<file path="src/rtl/fixed_addsub_pipe.sv">
// Two-stage, multi-lane signed fixed-point add/subtract unit with valid/ready
// streaming on both sides, per-lane N/V/Z flags and a sticky overflow bit.
// Stage 1 forms the (W+1)-bit exact sum per lane; stage 2 clamps or wraps it
// to W bits and derives the flags. Operands are whole W-bit words, so
// fraction carries/borrows flow into the integer part naturally.
module fixed_addsub_pipe #(
    parameter int INT_BITS  = 8,
    parameter int FRAC_BITS = 8,
    parameter int LANES     = 4,
    parameter int SATURATE  = 1
) (
    input  logic                            clk,
    input  logic                            rst_n,
    input  logic                            in_valid,
    output logic                            in_ready,
    input  logic                            op_sub,
    input  logic [LANES*(INT_BITS+FRAC_BITS)-1:0] a,
    input  logic [LANES*(INT_BITS+FRAC_BITS)-1:0] b,
    output logic                            out_valid,
    input  logic                            out_ready,
    output logic [LANES*(INT_BITS+FRAC_BITS)-1:0] result,
    output logic [LANES-1:0]                flag_n,
    output logic [LANES-1:0]                flag_v,
    output logic [LANES-1:0]                flag_z,
    output logic                            sticky_v,
    input  logic                            clr_sticky
);

    localparam int W = INT_BITS + FRAC_BITS;

    // Exact sum of two sign-extended lanes; subtraction as x + ~y + 1.
    function automatic logic signed [W:0] add_sub(input logic signed [W-1:0] x,
                                                  input logic signed [W-1:0] y,
                                                  input logic sub);
        logic signed [W:0] xe;
        logic signed [W:0] ye;
        xe = {x[W-1], x};
        ye = {y[W-1], y};
        if (sub) ye = ~ye;
        return xe + ye + {{W{1'b0}}, sub};
    endfunction

    // Reduce the exact sum to W bits: clamp to the range limits on overflow
    // when saturating, otherwise keep the low W bits (two's-complement wrap).
    function automatic logic signed [W-1:0] clamp(input logic signed [W:0] s);
        logic signed [W-1:0] r;
        r = s[W-1:0];
        if ((SATURATE != 0) && (s[W] != s[W-1])) begin
            r = s[W] ? {1'b1, {(W-1){1'b0}}} : {1'b0, {(W-1){1'b1}}};
        end
        return r;
    endfunction

    logic                vld_p1;
    logic signed [W:0]   sum_p1 [LANES];
    logic signed [W:0]   sum_next [LANES];

    logic [LANES*W-1:0]  res_next;
    logic [LANES-1:0]    n_next;
    logic [LANES-1:0]    v_next;
    logic [LANES-1:0]    z_next;

    logic                s2_advance;
    logic                s1_advance;
    logic                in_fire;
    logic                out_fire;

    // A stage moves when it is empty or the stage after it is moving.
    always_comb begin
        s2_advance = ~out_valid | out_ready;
        s1_advance = ~vld_p1 | s2_advance;
        in_ready   = s1_advance;
        in_fire    = in_valid & s1_advance;
        out_fire   = out_valid & out_ready;
    end

    // Per-lane exact sums for the incoming operand set.
    always_comb begin
        for (int i = 0; i < LANES; i++) begin
            sum_next[i] = add_sub(a[i*W +: W], b[i*W +: W], op_sub);
        end
    end

    // Per-lane final result and flags from the stage-1 sums.
    always_comb begin
        res_next = '0;
        n_next   = '0;
        v_next   = '0;
        z_next   = '0;
        for (int i = 0; i < LANES; i++) begin
            res_next[i*W +: W] = clamp(sum_p1[i]);
            v_next[i]          = sum_p1[i][W] ^ sum_p1[i][W-1];
            n_next[i]          = res_next[i*W + W - 1];
            z_next[i]          = (res_next[i*W +: W] == '0);
        end
    end

    // ---- stage 1: capture exact sums on input handshake ----
    always_ff @(posedge clk) begin
        if (in_fire) begin
            for (int i = 0; i < LANES; i++) begin
                sum_p1[i] <= sum_next[i];
            end
        end
    end

    // Stage valid bits; reset discards anything in flight.
    always_ff @(posedge clk or negedge rst_n) begin
        if (!rst_n) begin
            vld_p1    <= 1'b0;
            out_valid <= 1'b0;
        end else begin
            if (s1_advance) vld_p1 <= in_valid;
            if (s2_advance) out_valid <= vld_p1;
        end
    end

    // ---- stage 2: result and flags, held while the consumer stalls ----
    always_ff @(posedge clk or negedge rst_n) begin
        if (!rst_n) begin
            result <= '0;
            flag_n <= '0;
            flag_v <= '0;
            flag_z <= '0;
        end else if (s2_advance && vld_p1) begin
            result <= res_next;
            flag_n <= n_next;
            flag_v <= v_next;
            flag_z <= z_next;
        end
    end

    // Sticky overflow: set on a delivered overflowing beat, set beats clear.
    always_ff @(posedge clk or negedge rst_n) begin
        if (!rst_n) begin
            sticky_v <= 1'b0;
        end else if (out_fire && (|flag_v)) begin
            sticky_v <= 1'b1;
        end else if (clr_sticky) begin
            sticky_v <= 1'b0;
        end
    end

endmodule

</file>
<file path="config.mk">
export PLATFORM = sky130hd
export DESIGN_NAME = fixed_addsub_pipe
export DESIGN_NICKNAME = d
export VERILOG_FILES = /design/src/rtl/fixed_addsub_pipe.sv
export SDC_FILE = /design/constraint.sdc
export NUM_CORES = 1
export LEC_CHECK = 0
export CAP_MARGIN = 20
export CORE_ASPECT_RATIO = 0.6
export CORE_MARGIN = 4
export CORE_UTILIZATION = 55
export CTS_CLUSTER_DIAMETER = 120
export DETAILED_ROUTE_END_ITERATION = 12
export GPL_ROUTABILITY_DRIVEN = 0
export GPL_TIMING_DRIVEN = 0
export PLACE_DENSITY_LB_ADDON = 0.1
export SLEW_MARGIN = 40
export SYNTH_ARGS = -nofsm -noshare
export SYNTH_HDL_FRONTEND = slang
export SYNTH_SLANG_ARGS = --single-unit
</file>
<file path="constraint.sdc">
create_clock -name clk -period 5.2 [get_ports clk]
set_input_delay 1.04 -clock clk [delete_from_list [all_inputs] [get_ports clk]]
set_output_delay 1.04 -clock clk [all_outputs]
set_load 0.03 [all_outputs]
</file>
==> run_results.csv <==
group,metric,value,unit
drt,drt_iter0_markers,919,
synth,yosysWarnings,0,
drt,vias,8150,
clock_network,cts_num_sinks,143,
grt,grt_use_total,26.2,%
cells_and_area,n_antenna_cell,0,
floorplan,core.rowCount,36,
setup_path,cp-start-kind,"input port",
clock_network,cts_buffer_depth,2,
worst_hold_path,hp-class,"input port to asynchronous set/reset pin",
setup_path,worstSetupPathType,"input port to flop",
status,status,"finished clean",
synth,async_flop_share,52.4,%
setup_path,worstPathBufferInverterCount,3,
grt,overflow,0,
synth,synth-simple-area-share,12.2,%
drt,finalWirelength,24.8,mm
synth,synthXorXnorAreaFrac,10.9,%
power_and_ir_drop,p_leak,5.09,nW
setup_path,worst_setup_path_end_kind,"flop",
placed_design,dp_hpwl,19.0,mm
synth,synth_top_family_by_area,"compound AO/OA/AOI/OAI gates",
floorplan,ios,213,
synth,synth_cell_type_count,65,
setup_path,crit_required,5.35,ns
timing,hold_viol_final,0,
clock_network,ctsHoldBuffers,0,
placed_design,portBuffers,211,
setup_path,slowest_stage,"or4_1",
setup_path,path_max_fanout,10,
clock_network,htreeDepth,4,
flow_run,max_cap_violations,0,
floorplan,core_area,0.0162,sq mm
synth,synth_edf_count,68,
placed_design,post_dp_cell_area,0.0115,sq mm
synth,synth_top_cell_by_area,"edfxtp_1",
clock_network,cts-resized-gates,0,
timing,setup_viol,0,
grt,first_global_vias,7560,
synth,synth_fa_ha_area_share,10.2,%
grt,grt_pass1_wl,39.2,mm
synth,synth_fp_nets,1152,
clock_network,clk_transition_reported_paths,0.06,ns
floorplan,dieHeight,108,um
timing,fin_crit,3.64,ns
setup_path,reg2reg_slack,2.93,ns
drt,ant_nets,0,
timing,fin_crit_sh,70.1,%
setup_path,cpPeakStageDelay,0.50,ns
cells_and_area,nets,1384,
floorplan,initial_core_util,56.1,%
drt,drt-pass1-iter-count,5,
cells_and_area,fin_util,75.2,%
synth,synth_top_area_share,22.5,%
synth,synth.cell_area,0.00909,sq mm
timing,relSlewSlack,48.6,%
clock_network,cts-root-buf,"clkbuf_16",
timing,fmax,274,MHz
synth,synthCells,946,
floorplan,die_w,174,um
cells_and_area,fill_cells,1207,
cells_and_area,syn_to_final_growth,34.1,%
floorplan,dieArea,0.0187,sq mm
setup_path,cp_cell_sequence,"buf_2 -> buf_2 -> xor2_1 -> inv_1 -> fa_1 -> nand2b_2 -> a21oi_2 -> or2_4 -> a21oi_2 -> or4_1 -> a32o_1",
timing,rsz0062_at_grt,"false",
timing,fin_skew,0.0101,ns
drt,drc_errors,0,
clock_network,cts_buffers,17,
synth,synth_compound_area_share,19.6,%
cells_and_area,drive_above_1_share,4.95,%
grt,grt_max_degree,61,
grt,antenna_found_initial,0,
timing,maxSlewViolCount,0,
timing,fin_tns_setup,0,ns
power_and_ir_drop,ir_drop,0.268,mV
synth,ys.flop_type,"dfrtp_1",
clock_network,post_cts_buffers,0,
drt,vias_per_cell,5.82,
synth,ys_seq_area_share,43.1,%
synth,muxShareOfSynthArea,0.468,%
timing,worst_pin_slew,0.771,ns
clock_network,cts_tree,"yes",
power_and_ir_drop,powerDensity,420,mW/mm^2
clock_network,insertion_delay,0.41,ns
drt,post_drt_wl_per_cell,17.7,um
synth,synth_area_per_cell,9.61,sq um
synth,synth_area_leaders,"edfxtp_1 22%, dfrtp_1 21%, ha_1 9.4%",
setup_path,crit_arrival,3.80,ns
cells_and_area,finalInstanceArea,0.0122,sq mm
setup_path,critPathTopFamily,"simple AND/OR/NAND/NOR gates",
synth,synth-seq-cells,143,
## metal layers
metal  share of wire [%]  track usage, %
met4                 1.9            7.34
met1                  46            37.9
met5                   0               0
met2                  44            39.9
met3                 9.0            6.21
## cell usage in the layout, fill, tap and decap left out, types with 6 or more instances in the layout
master / n
edfxtp_1: 68
nor3_1: 8
nand2b_1: 15
a21o_1: 19
o21a_1: 13
inv_1: 35
buf_2: 7
a21oi_1: 114
clkbuf_1: 31
dfrtp_1: 75
ha_1: 68
clkbuf_16: 17
clkdlybuf4s50_1: 210
nor4_1: 15
xnor2_1: 29
nand4_1: 6
xor2_1: 84
o21ai_0: 98
nor2_1: 31
nand3_1: 17
a31oi_1: 6
nor2b_1: 9
o21bai_1: 10
nand2_1: 102
bufinv_16: 6
## kinds of logic (layout without fill, tap and decap cells)
family | Yosys count | after routing
compound gates | 304 | 304
buf+inv | 78 | 323
simple gates | 232 | 232
fa+ha+maj | 72 | 72
flops | 143 | 143
mux | 4 | 4
xor+xnor | 113 | 113
## cells in the mapped netlist (3+ instances only)
master / count
edfxtp_1: 68
or3_1: 5
buf_1: 5
nor2b_1: 9
xor2_1: 84
o21ai_0: 98
nand4_1: 6
nor2_1: 31
nand2b_1: 15
ha_1: 68
o21a_1: 13
fa_1: 4
a21oi_2: 3
o31ai_1: 3
clkbuf_1: 29
buf_2: 3
and2_1: 4
nor4_1: 15
a211oi_1: 5
or4_1: 5
a41oi_1: 5
a21oi_1: 114
nand3_1: 17
a21o_1: 19
xnor2_1: 29
a31oi_1: 6
o21bai_1: 10
buf_4: 4
nand2_1: 102
and3_1: 4
nor3_1: 8
inv_1: 35
dfrtp_1: 75
## power breakdown
group          switching, W  internal (W)
clock network      0.000453      0.000924
registers          0.000199       0.00151
logic               0.00119      0.000841
## worst register-to-register path, cell delays in order, from the launching register on
cell      delay, ns
edfxtp_1       0.47
ha_1           0.31
clkbuf_1       0.22
nor2_1         0.39
clkbuf_1       0.43
a21oi_1        0.13
o21ai_0        0.22
## path summary, 6_finish.rpt
| kind | start | to | cells past startpoint |
|---|---|---|---|
| min in group clk | result[45]$_DFFE_PN0P_ | result[45]$_DFFE_PN0P_ | 2 |
| setup / recovery | op_sub | sum_p1[2][16]$_DFFE_PP_ | 11 |
| setup reg to reg | sum_p1[3][16]$_DFFE_PP_ | result[58]$_DFFE_PN0P_ | 6 |
| hold reg to reg | result[45]$_DFFE_PN0P_ | result[45]$_DFFE_PN0P_ | 2 |
| max in group asynchronous | rst_n | result[35]$_DFFE_PN0P_ | 2 |
| hold / removal | rst_n | result[62]$_DFFE_PN0P_ | 1 |
## metrics by stage
step                setup slack (ns)  power, W  std cells  hold slack [ns]
finish                          1.56   0.00512       1400            0.445
global route                    1.50   0.00537       1400            0.447
CTS                             1.58   0.00512       1400            0.434
detailed placement              1.15   0.00373       1368            0.468
global placement               0.475   0.00368       1366            0.461
floorplan                       1.62   0.00290        946            0.471
## sequential cells by signal (all words and copies together), names as in the netlist
name,count
sticky_v,1
result,64
sum_p1,68
vld_p1,1
flag_z,4
flag_v,4
out_valid,1
## final cells by class
cell class	instances	area, sq um	area share [%]
multi-input cells	725	4860	39.9
well taps	209	262	2.14
plain buffers	43	188	1.54
inverters	35	131	1.08
repair buffers	213	2160	17.7
flip-flops and latches	143	3920	32.1
clock buffers	21	460	3.78
clock inverters	11	211	1.73
No activity file was read; power rests on OpenSTA's default activity.
